File: config.mk
export PLATFORM = sky130hd
export DESIGN_NAME = lfsr_err_counter
export DESIGN_NICKNAME = d
export VERILOG_FILES = /design/src/rtl/lfsr_err_counter.sv
export SDC_FILE = /design/constraint.sdc
export NUM_CORES = 1
export LEC_CHECK = 0
export CAP_MARGIN = 20
export CORE_MARGIN = 5
export CORE_UTILIZATION = 49
export DETAILED_ROUTE_END_ITERATION = 8
export GPL_TIMING_DRIVEN = 0
export PLACE_DENSITY = 0.76
export RECOVER_POWER = 100
export SYNTH_ARGS = -nofsm -noshare
export SYNTH_HDL_FRONTEND = slang
export SYNTH_SLANG_ARGS = --single-unit
File: constraint.sdc
create_clock -name clk -period 2.1 [get_ports clk]
set_clock_uncertainty 0.05 [all_clocks]
set_input_delay 0.42 -clock clk [delete_from_list [all_inputs] [get_ports clk]]
set_output_delay 0.42 -clock clk [all_outputs]
set_load 0.005 [all_outputs]
File: src/rtl/lfsr_err_counter.sv
// Saturating mismatch counter. A clear in the same cycle as an increment wins,
// so software sees a clean zero after clearing.
module lfsr_err_counter #(
    parameter int CNT_W = 16
) (
    input  logic             clk,
    input  logic             rst_n,
    input  logic             inc,
    input  logic             clear,
    output logic [CNT_W-1:0] count
);

    logic [CNT_W-1:0] count_reg;
    logic [CNT_W-1:0] count_next;

    // Next count: clear has priority, otherwise increment until all-ones.
    always_comb begin
        count_next = count_reg;
        if (clear) begin
            count_next = '0;
        end else if (inc && (count_reg != {CNT_W{1'b1}})) begin
            count_next = count_reg + 1'b1;
        end
    end

    // Count register.
    always_ff @(posedge clk or negedge rst_n) begin
        if (!rst_n) begin
            count_reg <= '0;
        end else begin
            count_reg <= count_next;
        end
    end

    assign count = count_reg;

endmodule

=== Word level (Yosys, flattened, before mapping) ===
Cells that the tools add are included.

* Register bits: 16
* Output and inout bits: 16
* Input bits: 4

* Add/sub/neg operators: 1
* Eq/ne operators: 1
* Reductions and logical operators: 2
* Muxes and demuxes: 2

{| class="wikitable"
|+ Operators by type and width
! kind !! count
|-
| 16-bit two-way mux || 2
|-
| 16-bit by 1-bit adder with 16-bit output, second input constant || 1
|-
| 16-bit inequality test, second input constant || 1
|-
| 2-bit nonzero test || 1
|-
| 1-bit logical AND || 1
|}

=== Longest topological paths before layout ===
Gate-level depths: netlist (run 1).

* Depth after elaboration: 4
* Mapped depth: 6
* Depth with buffers taken out: 5

=== Worst setup path after synthesis (run 1) ===
Ideal clock, no wire load.

* Path kind: flip-flop to flip-flop
* Start point: register count_reg[0] (netlist: count[0])
* End point: register count_reg[15] (netlist: count[15])
* Clock period less this slack: 1805 ps
* Path slack: 295 ps
* Required time: 1922 ps
* Data arrival time: 1627 ps
* Stages on the path, launching flop included: 6
* Path through: dfrtp_1 > ha_1 > nand4_2 > nor4_4 > nor4_1 > mux2_1

* Cells in the longest elaborated chain, start to end: 3
* Elaborated cells on any way between the ends: 6

{| class="wikitable"
|+ RTL lines
! what !! RTL line !! text
|-
| from (decl) || 13 || <nowiki>logic [CNT_W-1:0] count_reg;</nowiki>
|-
| from (signal assigned) || 31 || <nowiki>count_reg <= count_next;</nowiki>
|-
| 16-bit by 1-bit adder with 16-bit output or 16-bit inequality test (tied branches) || 22, 21 ||
|-
| 16-bit two-way mux or 1-bit logical AND (tied branches) || 21 || <nowiki>end else if (inc && (count_reg != {CNT_W{1'b1}})) begin</nowiki>
|-
| 16-bit two-way mux or 2-bit nonzero test (tied branches) || -- ||
|}

Several ways; a longest one is shown, not always the timed one. The select of a mux whose other input is x is not followed.
A chain may end at the register's enable or synchronous reset.

=== Worst setup path in the final report (run 1) ===
* Start point: input port inc
* End point: register count_reg[3] (netlist: count[3])

* Cells in the longest elaborated chain, start to end: 2

{| class="wikitable"
|+ RTL lines
! what !! RTL line !! text
|-
| from (decl) || 8 || <nowiki>input logic inc,</nowiki>
|-
| 1-bit logical AND || 21 ||
|-
| 2-bit nonzero test (no source line) || -- ||
|}

No other way between the ends.

==> results of run 1 <==
## cells in the final DEF (no fill, tap or decap)
cell	synthesis	layout
dfrtp_1	16	16
or3_1	2	2
inv_1	3	3
a21oi_1	11	11
o211ai_2	1	1
clkbuf_4	0	3
o31ai_1	7	7
and3_1	2	2
or4_2	2	2
or4_1	5	5
clkdlybuf4s50_1	0	2
nand2_1	6	6
buf_6	1	1
buf_4	0	1
nor4_1	4	4
nand3b_1	1	1
nor4_4	1	1
nand3_1	3	3
o21ai_1	3	1
nor3_1	1	1
clkbuf_1	4	4
nor2_1	4	4
ha_1	1	1
a211oi_2	1	1
and4_2	2	2
or3_2	1	1
nand4_1	6	7
mux2_1	4	4
nor2b_1	4	4
dlygate4sd3_1	0	17
o21ai_0	1	3
## worst min-delay path, cell delays in order (launching register included)
cell	delay, ns
dfrtp_1	0.42
o21ai_0	0.09
a21oi_1	0.07
## report_power, final
part	switching (mW)	internal, mW
clock	0.0893	0.0664
combinational	0.0258	0.0144
sequential	0.00364	0.311
total	0.119	0.391
## metrics by stage
step           TNS (ns)  hold WS [ns]  instance area (sq um)  utilization
6_report              0         0.564                   1190        0.666
5_1_grt               0         0.598                   1190        0.666
4_1_cts               0         0.533                   1190        0.665
3_5_place_dp      -1.27         0.549                   1160        0.653
3_3_place_gp      -1.03         0.524                   1160        0.653
2_1_floorplan         0        0.0744                    942            -
## synth_stat cells
master    instances  share of area
a21oi_1          11          0.058
a211oi_2          1          0.013
inv_1             3          0.012
nor4_4            1          0.023
or4_2             2          0.019
o21ai_0           1         0.0053
buf_6             1          0.012
and3_1            2          0.013
dfrtp_1          16           0.42
or3_2             1         0.0080
mux2_1            4          0.048
or3_1             2          0.013
nand4_2           1          0.013
or4_1             5          0.040
o21ai_1           3          0.016
o211ai_2          1          0.013
nor2b_1           4          0.027
ha_1              1          0.013
nand4_1           6          0.040
nand3_1           3          0.016
o31ai_1           7          0.056
nor3_1            1         0.0053
nor2_1            4          0.016
clkbuf_1          4          0.016
and4_2            2          0.021
nand2_1           6          0.024
nor4_1            4          0.027
nand3b_1          1         0.0080
## logic make-up (layout without fill, tap and decap cells)
logic type                 after synthesis  in the layout  share of synthesized area
adders and majority gates                1              1                     0.0133
and+or+nand+nor                         45             45                      0.312
AOI/OAI and AO/OA                       24             24                      0.162
buffers and inverters                    8             31                     0.0398
muxes                                    4              4                     0.0478
DFF                                     16             16                      0.425
## how the worst max path moves through the flow
stage          startpoint         to  cells after the start
5_1_grt          count[0]  count[13]                      5
6_report              inc   count[3]                      5
2_1_floorplan    count[0]  count[15]                      5
3_5_place_dp          inc   count[3]                      5
4_1_cts          count[0]  count[15]                      5
3_3_place_gp          inc   count[3]                      5
## layer usage
metal / up-vias / part of all wire / global-route usage
met4: 0 / 0.0060 / 0.0851
li1: 432 / - / -
met3: 2 / 0.065 / 0.0277
met5: - / 0 / 0
met2: 41 / 0.48 / 0.290
met1: 424 / 0.45 / 0.271
## repair_timing
action / 4_1_cts / 5_1_grt
endpoints found under the setup margin: 0 / 12
setup buffers: 0 / 1
hold buffers: 0 / 0
## cell type report
| cell class | count | share of cell area |
|---|---|---|
| buffer | 5 | 0.0221 |
| clock buffer | 3 | 0.0190 |
| inverter | 3 | 0.00948 |
| multi-input combinational | 74 | 0.419 |
| sequential | 16 | 0.337 |
| tap | 25 | 0.0263 |
| timing repair buffer | 20 | 0.166 |
==> metrics, run 1 <==
status complete, no violations; Max-cap violations 0; count of different cell masters after synthesis 28; Area growth, synth to finish 26.0%; Max H-tree Level 1; first-pass GRT wire length a little over 4000 um; synthesis-stage register bit count 16; Post-route DRC 0; Slowest Stage Delay on Critical Path 0.68 ns; syn_area_per_cell 9.61 sq um; remaining antenna violation count after routing 0; worst min-delay path endpoint count[1]; crit-path cells clkdlybuf4s50_1, inv_1, clkbuf_1, or4_2, a21oi_1; post-cts resize count 0; Non-Filler Instances between 100 and 150; hold_sp count[1]; Critical Path Sink Type flop; beginning of the worst register-to-register path count[0]; Overflow after GRT 0; Starting Density 0.528; CTS root buf clkbuf_4; Hold WC Path Type flop to flop; Detailed Route WL 2320 um; TritonCTS Buffers 3; Worst Path Arrival 2.13 ns; Critical Path RT 2.26 ns; largest net degree at the start of global routing 17; CTS sink cnt 16; clock buffer depth 2; area of the multi-input gates 498 sq um; kind of critical path primary input to flop; gp weighted congestion 0.813; unrepaired setup endpoints after global routing false; Reg area 400 sq um; DP Worst Slack -0.146 ns; Max VDD drop 0.291 mV; IO Count 20; mapped cell area 942 sq um; CP startpoint kind primary input; Crit-path slowest cell or4_2; chip height 53.9 um; Placed Cells approximately 140; Crit path max-delay family buffers and inverters; worst relative slew slack 0.514; Setup-failing EPs final 0; ANT cells 0; initial drt markers 39; WP buf/inv 3; drt pass-1 iters 5; CP Max Fanout 10; initial antenna violation count 0; post-route minimum period roughly 2.0 ns; Worst-path clk slew ~0.090 ns; Row Count 15; pwr dens 430 nW/um^2; CTS tree yes; DR WL/cell ~16 um; Syn. warnings 0; Die Footprint about 2900 sq um; vias in the first global route 907; Synth Instances 98; HPWL Detailed about 1600 um; Mapped Nets 103; max reg flops 16; Total GRT Usage 0.193; R2R Setup Slk 0.20 ns; R2R cell count 5; Final Power 0.510 mW; Worst Hold Depth 2; register area share after synthesis 0.425; Tcrit/Tclk final 0.938; CORE AREA between 1500 and 2000 sq um; IO buf count 19; fillers approximately 150; Final WS setup around 0.13 ns; DIE WIDTH 53.9 um; Vias/cell 6.16; Lkg Pwr 0.514 nW; vias roughly 900; worst-margin pin slew 0.727 ns; f_max about 510 MHz; NumNets Final 128; layout cell share with drive strength beyond 1 0.107; latest clock arrival within the worst-skew pair 0.28 ns; final hold violation count 0; FF-to-FF End count[15]; Slew Viols, Final 0
Power figures use the tool's default switching activity.
==> run 2: changes to the inputs <==
--- a/config.mk
+++ b/config.mk
@@ -9,7 +9,6 @@
 export CORE_MARGIN = 5
 export CORE_UTILIZATION = 49
 export DETAILED_ROUTE_END_ITERATION = 8
-export GPL_TIMING_DRIVEN = 0
 export PLACE_DENSITY = 0.76
 export RECOVER_POWER = 100
 export SYNTH_ARGS = -nofsm -noshare
==> metrics, run 2 (same netlist as run 1, synthesis figures left out) <==
Net Sw Power 0.140 mW; IO buf count 19; initial drt markers 23; CP Max Fanout 9; Worst-path clk slew 0.11 ns; Max-cap violations 0; CTS root buf clkbuf_4; post-CTS setup repair buffer count 0; fillers ~150; largest net degree at the start of global routing 17; worst relative slew slack 0.391; Starting Density 0.528; kind of critical path flop to flop; DIE WIDTH 53.9 um; Max VDD drop a little under 0.4 mV; drt pass-1 iters 4; unrepaired setup endpoints after global routing false; first-pass GRT wire length around 4000 um; final hold violation count 0; Die Footprint a little under 3000 sq um; Post-route DRC 0; CP startpoint kind flop; NumNets Final 132; Final WS setup 0.129 ns; Slew Viols, Final 0; Overflow after GRT 0; Setup TNS 0 ns; chip height between 50 and 60 um; pwr dens about 470 nW/um^2; Vias/cell 5.93; Final Core Density 0.695; clock buffer depth 2; post-route minimum period 1.97 ns; vias in the first global route between 800 and 900; DR WL/cell 15.3 um; IO Count 20; Area growth, synth to finish 31.5%; Crit-path slowest cell nor4_4; Hold WC Path Type flop to flop; most frequent cells in the layout dlygate4sd3_1 (18), dfrtp_1 (16), a21oi_1 (11), o31ai_1 (7), buf_4 (7); TritonCTS Buffers 3; post-cts resize count 0; crit-path cells ha_1, nand4_2, nor4_4, nor4_1, mux2_1; layout cell share with drive strength beyond 1 0.167; worst-margin pin slew approximately 0.9 ns; Seq pwr share 0.543; Setup-failing EPs final 0; hold_ws 0.561 ns; Row Count 15; Clk pwr share 0.374; HPWL Detailed 1690 um; gp weighted congestion 0.858; Max H-tree Level 1; most common cell after layout, fill and taps aside dlygate4sd3_1; Critical Path RT 2.23 ns; max reg flops 16; Gate power share 0.083; Sw Ratio 0.242; status complete, no violations; vias 896; f_max 507 MHz; Tcrit/Tclk final 0.939; Slowest Stage Delay on Critical Path 0.52 ns; Worst Path Arrival around 2.1 ns; ANT cells 0; Lkg Pwr approximately 0.56 nW; remaining antenna violation count after routing 0; CTS tree yes; Pint 0.437 mW; initial antenna violation count 0; Critical Path Sink Type flop; hold buffer count at cts 0; Final Power 0.577 mW; Total GRT Usage 0.189; CTS sink cnt 16; latest clock arrival within the worst-skew pair ~0.29 ns; DP Worst Slack between 0.01 and 0.015 ns; Detailed Route WL 2310 um; CORE AREA ~1800 sq um
run 2: worst paths after layout:
check / startpoint / to / slack [ns] / cells after the start
min in group asynchronous: rst_n / count[5] / 0.70 / 2
hold reg to reg: count[14] / count[14] / 0.56 / 2
hold / removal: count[14] / count[14] / 0.56 / 2
max in group asynchronous: rst_n / count[12] / 0.74 / 2
setup / recovery: count[1] / count[9] / 0.13 / 5
setup reg to reg: count[1] / count[9] / 0.13 / 5
run 2: area by class of cell:
class | instances | area [sq um] | share of cell area
clock buffer | 4 | 36.3 | 0.0293
inverter | 3 | 11.3 | 0.00909
multi-input combinational | 74 | 504 | 0.407
sequential | 16 | 400 | 0.323
tap | 25 | 31.3 | 0.0253
timing repair buffer | 29 | 255 | 0.206
run 2: routing by layer:
layer  wire, um  up-vias  track usage  share of wire
li1           -      435            -              -
met1       1140      431        0.269           0.50
met2       1010       26        0.278           0.44
met3        118        4       0.0526          0.051
met4         31        0       0.0511          0.013
met5          0        -            0              0
run 2: critical path, delay by kind of cell (launching register included):
kind | cells | cell delay [ns]
and+or+nand+nor | 3 | 0.80
DFF | 1 | 0.41
muxes | 1 | 0.34
adders and majority gates | 1 | 0.25
run 2: power groups by stage:
| stage | combinational [mW] | clock (mW) | sequential, mW |
|---|---|---|---|
| after global placement | 0.0508 | 0 | 0.319 |
| after detailed placement | 0.0519 | 0 | 0.319 |
| after CTS | 0.0524 | 0.218 | 0.313 |
| after floorplan | 0.0174 | 0 | 0.320 |
| final | 0.0479 | 0.215 | 0.313 |
| after global routing | 0.0543 | 0.237 | 0.314 |
run 2: through the flow:
stage	instance area [sq um]	instances
after floorplan	942	98
after global placement	1210	147
after detailed placement	1210	147
after CTS	1250	151
after global routing	1240	151
final	1240	151
